<file path="src/rtl/seg7_pkg.sv">
// Shared constants and types for the 7-segment frame reader.
// SEG_BLANK is only decoded as a digit when SEG7_RDR_BLANK_EN is defined.
package seg7_pkg;

    // Segment patterns: bit 6 = A down to bit 0 = G, active-high
    localparam logic [6:0] SEG_0     = 7'h7E;
    localparam logic [6:0] SEG_1     = 7'h30;
    localparam logic [6:0] SEG_2     = 7'h6D;
    localparam logic [6:0] SEG_3     = 7'h79;
    localparam logic [6:0] SEG_4     = 7'h33;
    localparam logic [6:0] SEG_5     = 7'h5B;
    localparam logic [6:0] SEG_6     = 7'h5F;
    localparam logic [6:0] SEG_7     = 7'h70;
    localparam logic [6:0] SEG_8     = 7'h7F;
    localparam logic [6:0] SEG_9     = 7'h7B;
    localparam logic [6:0] SEG_BLANK = 7'h00;

    localparam logic [3:0] BCD_INVALID = 4'hF;

    typedef enum logic {
        SYNC    = 1'b0,
        COLLECT = 1'b1
    } rdr_state_t;

    typedef struct packed {
        logic       err;
        logic [3:0] digit;
    } seg7_dec_t;

endpackage

</file>
<file path="src/rtl/seg7_pattern_dec.sv">
// Combinational segment pattern to BCD digit decoder with invalid flag.
// SEG7_RDR_BLANK_EN: decode the blank pattern as digit 0 without an error.
import seg7_pkg::*;

module seg7_pattern_dec (
    input  logic [6:0] i_pattern,
    output seg7_dec_t  o_dec_c
);

    always_comb begin
        o_dec_c = '{err: 1'b0, digit: 4'd0};
        case (i_pattern)
            SEG_0:     o_dec_c.digit = 4'd0;
            SEG_1:     o_dec_c.digit = 4'd1;
            SEG_2:     o_dec_c.digit = 4'd2;
            SEG_3:     o_dec_c.digit = 4'd3;
            SEG_4:     o_dec_c.digit = 4'd4;
            SEG_5:     o_dec_c.digit = 4'd5;
            SEG_6:     o_dec_c.digit = 4'd6;
            SEG_7:     o_dec_c.digit = 4'd7;
            SEG_8:     o_dec_c.digit = 4'd8;
            SEG_9:     o_dec_c.digit = 4'd9;
`ifdef SEG7_RDR_BLANK_EN
            SEG_BLANK: o_dec_c.digit = 4'd0;
`else
            SEG_BLANK: o_dec_c = '{err: 1'b1, digit: BCD_INVALID};
`endif
            default:   o_dec_c = '{err: 1'b1, digit: BCD_INVALID};
        endcase
    end

endmodule

</file>
<file path="src/rtl/seg7_frame_reader.sv">
// Samples a multiplexed 7-segment bus, filters glitches and assembles BCD frames.
// Blank-digit handling is selected by SEG7_RDR_BLANK_EN inside seg7_pattern_dec.
import seg7_pkg::*;

module seg7_frame_reader #(
    parameter int unsigned N_DIGITS   = 4,
    parameter int unsigned STABLE_CYC = 4
) (
    input  logic                  clk,
    input  logic                  rst_n,
    input  logic [6:0]            seg,
    input  logic [N_DIGITS-1:0]   dig_sel,
    output logic [4*N_DIGITS-1:0] bcd_out,
    output logic [N_DIGITS-1:0]   err_out,
    output logic                  out_valid,
    input  logic                  out_ready,
    output logic                  ovr,
    output logic                  seq_err
);

    localparam int unsigned SAMPLE_W = N_DIGITS + 7;
    localparam int unsigned CNT_W    = $clog2(STABLE_CYC + 1);
    localparam int unsigned IDX_W    = (N_DIGITS > 1) ? $clog2(N_DIGITS) : 1;
    localparam int unsigned BCD_W    = 4 * N_DIGITS;

    logic [SAMPLE_W-1:0] r_sync1, r_sync2, r_prev;
    logic [CNT_W-1:0]    r_cnt;
    logic                r_armed;
    rdr_state_t          r_state, w_state_nxt;
    logic [IDX_W-1:0]    r_next_idx, w_idx_nxt;
    logic [BCD_W-1:0]    r_shadow_bcd, r_bcd_out, w_frame_bcd;
    logic [N_DIGITS-1:0] r_shadow_err, r_err_out, w_frame_err;
    logic                r_out_valid, r_ovr, r_seq_err;

    logic [N_DIGITS-1:0] w_sel;
    logic [6:0]          w_pat;
    logic                w_changed, w_accept;
    logic [IDX_W-1:0]    w_idx;
    seg7_dec_t           w_dec;
    logic                w_shadow_we, w_frame_done, w_seq_err;

    assign w_sel     = r_sync2[SAMPLE_W-1:7];
    assign w_pat     = r_sync2[6:0];
    assign w_changed = (r_sync2 != r_prev);
    assign w_accept  = !w_changed && r_armed && $onehot(w_sel)
                       && (r_cnt == CNT_W'(STABLE_CYC - 1));

    // Two-flop synchroniser plus stability counter and re-arm flag
    always_ff @(posedge clk or negedge rst_n) begin
        if (!rst_n) begin
            r_sync1 <= '0;
            r_sync2 <= '0;
            r_prev  <= '0;
            r_cnt   <= '0;
            r_armed <= 1'b0;
        end else begin
            r_sync1 <= {dig_sel, seg};
            r_sync2 <= r_sync1;
            r_prev  <= r_sync2;
            if (w_changed) begin
                r_cnt   <= '0;
                r_armed <= 1'b1;
            end else begin
                if (r_cnt != CNT_W'(STABLE_CYC))
                    r_cnt <= r_cnt + CNT_W'(1);
                if (w_accept)
                    r_armed <= 1'b0;
            end
        end
    end

    always_comb begin
        w_idx = '0;
        for (int k = 0; k < int'(N_DIGITS); k++)
            if (w_sel[k]) w_idx = IDX_W'(k);
    end

    seg7_pattern_dec u_dec (
        .i_pattern (w_pat),
        .o_dec_c   (w_dec)
    );

    // Shadow contents with the accepted digit merged in
    always_comb begin
        w_frame_bcd = r_shadow_bcd;
        w_frame_err = r_shadow_err;
        w_frame_bcd[4*w_idx +: 4] = w_dec.digit;
        w_frame_err[w_idx]        = w_dec.err;
    end

    always_ff @(posedge clk or negedge rst_n) begin
        if (!rst_n) begin
            r_state    <= SYNC;
            r_next_idx <= '0;
        end else begin
            r_state    <= w_state_nxt;
            r_next_idx <= w_idx_nxt;
        end
    end

    always_comb begin
        w_state_nxt  = r_state;
        w_idx_nxt    = r_next_idx;
        w_shadow_we  = 1'b0;
        w_frame_done = 1'b0;
        w_seq_err    = 1'b0;
        if (w_accept) begin
            case (r_state)
                SYNC: begin
                    if (w_idx == '0) begin
                        w_shadow_we = 1'b1;
                        w_state_nxt = COLLECT;
                        w_idx_nxt   = IDX_W'(1);
                    end
                end
                COLLECT: begin
                    if (w_idx == r_next_idx) begin
                        w_shadow_we = 1'b1;
                        if (r_next_idx == IDX_W'(N_DIGITS - 1)) begin
                            w_frame_done = 1'b1;
                            w_state_nxt  = SYNC;
                        end else begin
                            w_idx_nxt = r_next_idx + IDX_W'(1);
                        end
                    end else begin
                        // Out-of-order strobe: a fresh digit 0 restarts the frame
                        w_seq_err = 1'b1;
                        if (w_idx == '0) begin
                            w_shadow_we = 1'b1;
                            w_idx_nxt   = IDX_W'(1);
                        end else begin
                            w_state_nxt = SYNC;
                        end
                    end
                end
                default: w_state_nxt = SYNC;
            endcase
        end
    end

    // Shadow digits and the output register with overrun handling
    always_ff @(posedge clk or negedge rst_n) begin
        if (!rst_n) begin
            r_shadow_bcd <= '0;
            r_shadow_err <= '0;
            r_bcd_out    <= '0;
            r_err_out    <= '0;
            r_out_valid  <= 1'b0;
            r_ovr        <= 1'b0;
            r_seq_err    <= 1'b0;
        end else begin
            r_ovr     <= 1'b0;
            r_seq_err <= w_seq_err;
            if (w_shadow_we) begin
                r_shadow_bcd <= w_frame_bcd;
                r_shadow_err <= w_frame_err;
            end
            if (w_frame_done) begin
                if (!r_out_valid || out_ready) begin
                    r_bcd_out   <= w_frame_bcd;
                    r_err_out   <= w_frame_err;
                    r_out_valid <= 1'b1;
                end else begin
                    r_ovr <= 1'b1;
                end
            end else if (r_out_valid && out_ready) begin
                r_out_valid <= 1'b0;
            end
        end
    end

    assign bcd_out   = r_bcd_out;
    assign err_out   = r_err_out;
    assign out_valid = r_out_valid;
    assign ovr       = r_ovr;
    assign seq_err   = r_seq_err;

endmodule

</file>
<file path="config.mk">
export PLATFORM = sky130hd
export DESIGN_NAME = seg7_frame_reader
export DESIGN_NICKNAME = d
export VERILOG_FILES = /design/src/rtl/seg7_pkg.sv /design/src/rtl/seg7_pattern_dec.sv /design/src/rtl/seg7_frame_reader.sv
export SDC_FILE = /design/constraint.sdc
export NUM_CORES = 1
export LEC_CHECK = 0
export CORE_MARGIN = 5
export CORE_UTILIZATION = 57
export CTS_CLUSTER_SIZE = 14
export DETAILED_ROUTE_END_ITERATION = 6
export PLACE_DENSITY = 0.79
export REMOVE_ABC_BUFFERS = 1
export SLEW_MARGIN = 20
export SYNTH_ARGS = -nofsm -noshare
export SYNTH_HDL_FRONTEND = slang
export SYNTH_SLANG_ARGS = --single-unit
</file>
<file path="constraint.sdc">
create_clock -name clk -period 4.6 [get_ports clk]
set_clock_uncertainty 0.15 [all_clocks]
set_input_delay 0.92 -clock clk [delete_from_list [all_inputs] [get_ports clk]]
set_output_delay 0.92 -clock clk [all_outputs]
set_load 0.05 [all_outputs]
</file>
# Yosys cells after proc, flatten, opt, wreduce, memory -nomap -nowiden
# Index checks and enable logic that the tools add are counted.
[word_totals]
regBits = 83
latchBits = 0
ramBits = 0
romBits = 0
elab_cells = 95
mem_count = 0
[op_classes]
add_sub_neg = 6
mul = 0
div_mod_pow = 0
magnitude_cmp = 2
eq_ne = 18
shift = 2
muxes = 36
bitwise_logic = 1
n_reduce_logical = 16
[ops]
columns = ["cell", "n"]
rows = [
  ["== test 7 bit, second input constant", 8],
  ["case mux 4 bit (10 select lines)", 1],
  ["negator 4 -> 34 bit", 1],
  ["variable shift 4 x 34 -> 16 bit, first input constant", 1],
  ["indexed part select 4 x 34 -> 16 bit", 1],
  ["2-to-1 mux 1 bit", 22],
  ["bitwise mux 16 bit", 1],
  ["== test 7 x 6 -> 1 bit, second input constant", 2],
  ["inequality test 11 bit", 1],
  ["2-to-1 mux 2 bit", 5],
  ["OR reduction 10 bit", 1],
  ["2-to-1 mux 3 bit", 2],
  ["inequality test 3 bit, second input constant", 2],
  ["AND reduction 2 bit", 3],
  ["nonzero test 2 bit", 3],
  ["logical AND 1 bit", 5],
  ["adder 1 x 1 -> 2 bit", 2],
  ["bitwise mux 4 bit", 1],
  ["case mux 1 bit (2 select lines)", 2],
  ["case mux 2 bit (2 select lines)", 1],
  ["adder 2 x 2 -> 3 bit", 1],
  ["adder 3 x 1 -> 3 bit, second input constant", 1],
  ["== test 3 x 1 -> 1 bit, second input constant", 1],
  ["== test 3 x 2 -> 1 bit, second input constant", 1],
  ["other kinds (11)", 12],
]

# Logic depth before layout (Yosys ltp)
[logic_depth]
depth_word = 9
ltp_mapped = 12
ltp_nobuf = 10

# By module
# From an unflattened synthesis, not the netlist that was laid out.
[unflattened]
cells_unflattened = 305
hier_area_um2 = 3814.9
[by_module_without_submodules]
columns = ["module", "instances", "cells_per_inst", "area_per_inst_um2", "seq_area_each_um2"]
rows = [
  ["seg7_frame_reader", 1, 275, 3623.5, 2077.0],
  ["seg7_pattern_dec", 1, 30, 191.4, 0.0],
]

# Worst setup path after synthesis
# No wires, ideal clock.
[synth_path]
path_type = "reg-to-reg"
start = "register r_sync2[10]"
end = "register r_shadow_bcd[11]"
t_arrival_ps = 3061
path_slack_ps = 1245
stages_incl_launch_ff = 13
path_buffers = 2
cell_sequence = "dfrtp_1 > inv_1 > fa_1 > inv_1 > ha_1 > ha_1 > nor4bb_1 > nand2_1 > or4_1 > buf_2 > buf_2 > o31ai_1 > o21ai_0"
[synth_via]
elab_chain_len = 6
[synth_rtl]
columns = ["element", "line", "source"]
rows = [
  ["from (decl)", "seg7_frame_reader.sv:26", "logic [SAMPLE_W-1:0] r_sync1, r_sync2, r_prev;"],
  ["from (signal assigned)", "seg7_frame_reader.sv:58", "r_sync2 <= r_sync1;"],
  ["parallel branches: the longest is 6 deep, another holds negator 4 -> 34 bit", "-", ""],
  ["to (signal assigned)", "seg7_frame_reader.sv:155", "r_shadow_bcd <= w_frame_bcd;"],
  ["to (decl)", "seg7_frame_reader.sv:31", "logic [BCD_W-1:0] r_shadow_bcd, r_bcd_out, w_frame_bcd;"],
]
# Parallel ways; which one is timed is not known.
# A chain may end at the register's enable or synchronous reset.

# Worst setup path after layout
[layout_path]
start = "register r_sync2[10]"
end = "register r_shadow_bcd[12]"
# Same word-level chain as after synthesis.

==> metrics.md <==
| Metric | Value |
|---|---|
| Status | complete, no violations |
| Highest metal used | met4 |
| Layout Nets | ~390 |
| RSZ-0062 raised after global routing | false |
| Ports | 37 |
| CTS Buffer Depth | 2 |
| Port Buffers | 36 |
| Area share of the largest cell type after synthesis | 0.536 |
| Worst Setup Path Type | reg2reg |
| Final wirelength | 7.37 mm |
| Endpoints failing hold | 0 |
| Grt ovf | 0 |
| Total CTS buffers | 9 |
| CTS Root Buffer Type | clkbuf_8 |
| Wire length per cell | approximately 17 um |
| Period utilization | 0.826 |
| Die Y | 92.5 um |
| Final setup vio count | 0 |
| Slowest cell delay on critical path | slightly above 800 ps |
| Relative slew margins | 0.432 |
| Warnings, synthesis | 0 |
| Worst r2r path cells | 10 |
| Postcts setup bufs | 0 |
| TritonCTS clock tree | built |
| Hold Startpoint | r_sync1[2]$_DFF_PN0_ |
| Post-cts sizing count | 0 |
| RD Place Congestion | slightly below 0.9 |
| H-tree Lvls | 3 |
| Largest net degree at the start of global routing | 84 |
| Hold_ws | between 200 and 250 ps |
| Row cnt | 30 |
| Met3 wire length | between 500 and 600 um |
| Worst Path Required | 4640 ps |
| Tmin final | 3800 ps |
| Leading area contributor after synthesis | dfrtp_1 |
| # diodes | 0 |
| Data arrival, critical path | approximately 3800 ps |
| Asr flop ratio synth | 1.00 |
| Layout cell share with drive strength beyond 1 | 0.146 |
| Setup_tns | 0 ps |
| Initial antenna violation count | 0 |
| Worst R2R Setup Slack | about 800 ps |
| Post-synth EDFFs | 0 |
| Post-layout util | 0.666 |
| Max Fclk | 263 MHz |
| Syn-to-layout area delta | 15.5% |
| Critical R2R Launch | r_sync2[10]$_DFF_PN0_ |
| Initial Util | 0.577 |
| VDD IR max | 0.000245 V |
| FF+latch count, synth | 83 |
| DR iter-0 viols | ~170 |
| Static leakage | approximately 2 nW |
| Tot GR Track Use | 0.185 |
| First-pass GRT wire length | about 12 mm |
| Met1 wire length | 3.38 mm |
| Vias | ~2.6k |
| Crit Path Max Fanout | 19 |
| Crit. End Element | register |
| Number of max-cap violations | 0 |
| Worst Tran Pin Value | roughly 850 ps |
| Hold path depth | 0 |
| Critical-path cell list | inv_1, fa_1, inv_1, ha_1, ha_1, nor4bb_1, nand2_1, or4_1, o31ai_1, o21ai_0 |
| Clk_lat worst skew | around 350 ps |
| Hold Path End | r_sync2[2]$_DFF_PN0_ |
| Ys flop type | dfrtp_1 |
| Post-Syn Instances | about 330 |
| Core Region | between 6000 and 7000 sq um |
| Pwr/cell area | between 300 and 400 nW/um^2 |
| Register area share after synthesis | 0.536 |
| Vias in the first global route | about 2.5k |
| Routed vias/inst | about 6.0 |
| Final setup margin | 799 ps |
| Drt drc | 0 |
| Pre-CTS WS | roughly 800 ps |
| Worst-path clk slew | 80 ps |
| First-pass DRT Iterations | 4 |
| Die area | 8550 sq um |
| Worst path slowest cell | or4_1 |
| Clock tree sinks | 83 |
| Post-DP HPWL | just over 5 mm |
| Post-Syn Area | 3870 sq um |
| Post-synthesis cell type count | 54 |
| Hold crit path type | reg2reg |
| Hold_buf cts | 0 |
| Die Span X | approximately 92 um |
| Fin. max-slew vios | 0 |
| Antenna viol nets, final | 0 |
| Top cells by area, synth | dfrtp_1 54%, mux2_2 4.1%, mux2_4 3.9% |
| R2R Path End | r_shadow_bcd[12]$_DFFE_PN0P_ |
| Startpoint types | register |
| Mapped Avg Cell Area | between 10 and 15 sq um |
| Routed wl met2 | ~3.4 mm |
[flip-flops by register name, indices dropped and copies added (netlist names)]
name and count:
r_state 1, r_shadow_bcd 16, r_next_idx 2, err_out 4, r_sync2 11, r_cnt 3, r_armed 1, r_shadow_err 4
out_valid 1, seq_err 1, bcd_out 16, r_prev 11, r_sync1 11, ovr 1
[layout make-up]
class	instances	area, sq um
fillers	504	2240
multi-input cells	209	1640
clock inverters	6	90.1
flip-flops and latches	83	2080
inverters	18	67.6
well taps	80	100
repair buffers	38	377
clock buffers	9	124
[per-layer routing]
layer  up-vias  GRT usage
met1      1284      0.258
li1       1257          -
met3        10     0.0496
met5         -          0
met2        87      0.283
met4         0     0.0594
[report_power, final]
| part | leakage [nW] | internal (W) | total, W | switching [W] |
|---|---|---|---|---|
| sequential | 1.08 | 0.000743 | 0.000759 | 0.0000154 |
| combinational | 0.773 | 0.0000345 | 0.0000855 | 0.0000510 |
| clock | 0.106 | 0.000304 | 0.000566 | 0.000261 |
[cells by family (layout without fill, tap and decap cells)]
family	Yosys count	after routing	synth area share
xor gates and xnor gates	13	13	0.0294
adders and majority gates	12	12	0.0407
buffers and inverters	33	71	0.0423
muxes	24	24	0.0794
DFF	83	83	0.536
and+or+nand+nor	73	73	0.116
AOI/OAI and AO/OA	87	87	0.156
[synth_stat cells, types with 2 or more instances]
| cell type | n |
|---|---|
| dfrtp_1 | 83 |
| o21ai_0 | 23 |
| o31ai_1 | 17 |
| inv_1 | 15 |
| mux2_2 | 14 |
| xnor2_1 | 13 |
| nand2_1 | 12 |
| o2bb2ai_1 | 12 |
| ha_1 | 11 |
| a21oi_1 | 10 |
| mux2_4 | 10 |
| nand3_1 | 10 |
| buf_2 | 8 |
| nor2_1 | 8 |
| a31oi_1 | 6 |
| and3_1 | 6 |
| nor3_1 | 6 |
| a211oi_1 | 5 |
| nand4_1 | 4 |
| buf_6 | 3 |
| clkinv_1 | 3 |
| nand2b_1 | 3 |
| a21o_1 | 2 |
| and2_1 | 2 |
| and3b_1 | 2 |
| buf_4 | 2 |
| clkbuf_1 | 2 |
| nor2b_1 | 2 |
| nor4b_1 | 2 |
| o2111ai_1 | 2 |
| o21a_1 | 2 |
| or3_1 | 2 |
| or4_1 | 2 |
[per-stage QoR]
stage / cell area [sq um] / total power, W / cells
2_1_floorplan: 3780 / 0.000818 / 310
3_3_place_gp: 4260 / 0.000856 / 428
3_5_place_dp: 4260 / 0.000860 / 428
4_1_cts: 4470 / 0.00143 / 443
5_1_grt: 4470 / 0.00147 / 443
6_report: 4470 / 0.00141 / 443
[worst max-delay path by stage]
stage	startpoint	endpoint	slack (ps)	depth (start not counted)
floorplan	r_sync2[10]$_DFF_PN0_	r_shadow_err[0]$_DFFE_PN0P_	920	10
global placement	r_sync2[10]$_DFF_PN0_	r_shadow_bcd[14]$_DFFE_PN0P_	1010	10
detailed placement	r_sync2[10]$_DFF_PN0_	r_shadow_bcd[12]$_DFFE_PN0P_	820	10
CTS	r_sync2[10]$_DFF_PN0_	r_shadow_bcd[10]$_DFFE_PN0P_	830	10
global route	r_sync2[10]$_DFF_PN0_	r_shadow_bcd[10]$_DFFE_PN0P_	550	10
finish	r_sync2[10]$_DFF_PN0_	r_shadow_bcd[12]$_DFFE_PN0P_	800	10
[cells in the final DEF (no fill, tap or decap), types with 3 or more instances in the layout]
cell type,count
nor3_1,5
mux2_4,10
nand2_1,12
a31oi_1,6
dfrtp_1,83
nand4_1,4
clkdlybuf4s50_1,35
ha_1,11
o31ai_1,17
mux2_2,14
o21ai_0,23
nand2b_1,3
o2bb2ai_1,12
nand3_1,10
xnor2_1,13
clkbuf_8,9
nor2_1,8
clkinv_1,3
and3_1,6
a21oi_1,10
inv_1,15
a211oi_1,5
[critical path, delay by kind of cell (launching register included)]
family / cells / cell delay [ps]
DFF: 1 / 530
adders and majority gates: 3 / 930
AOI/OAI and AO/OA: 2 / 500
and+or+nand+nor: 3 / 1370
buffers and inverters: 2 / 170
(Power assumes the default switching activity.)
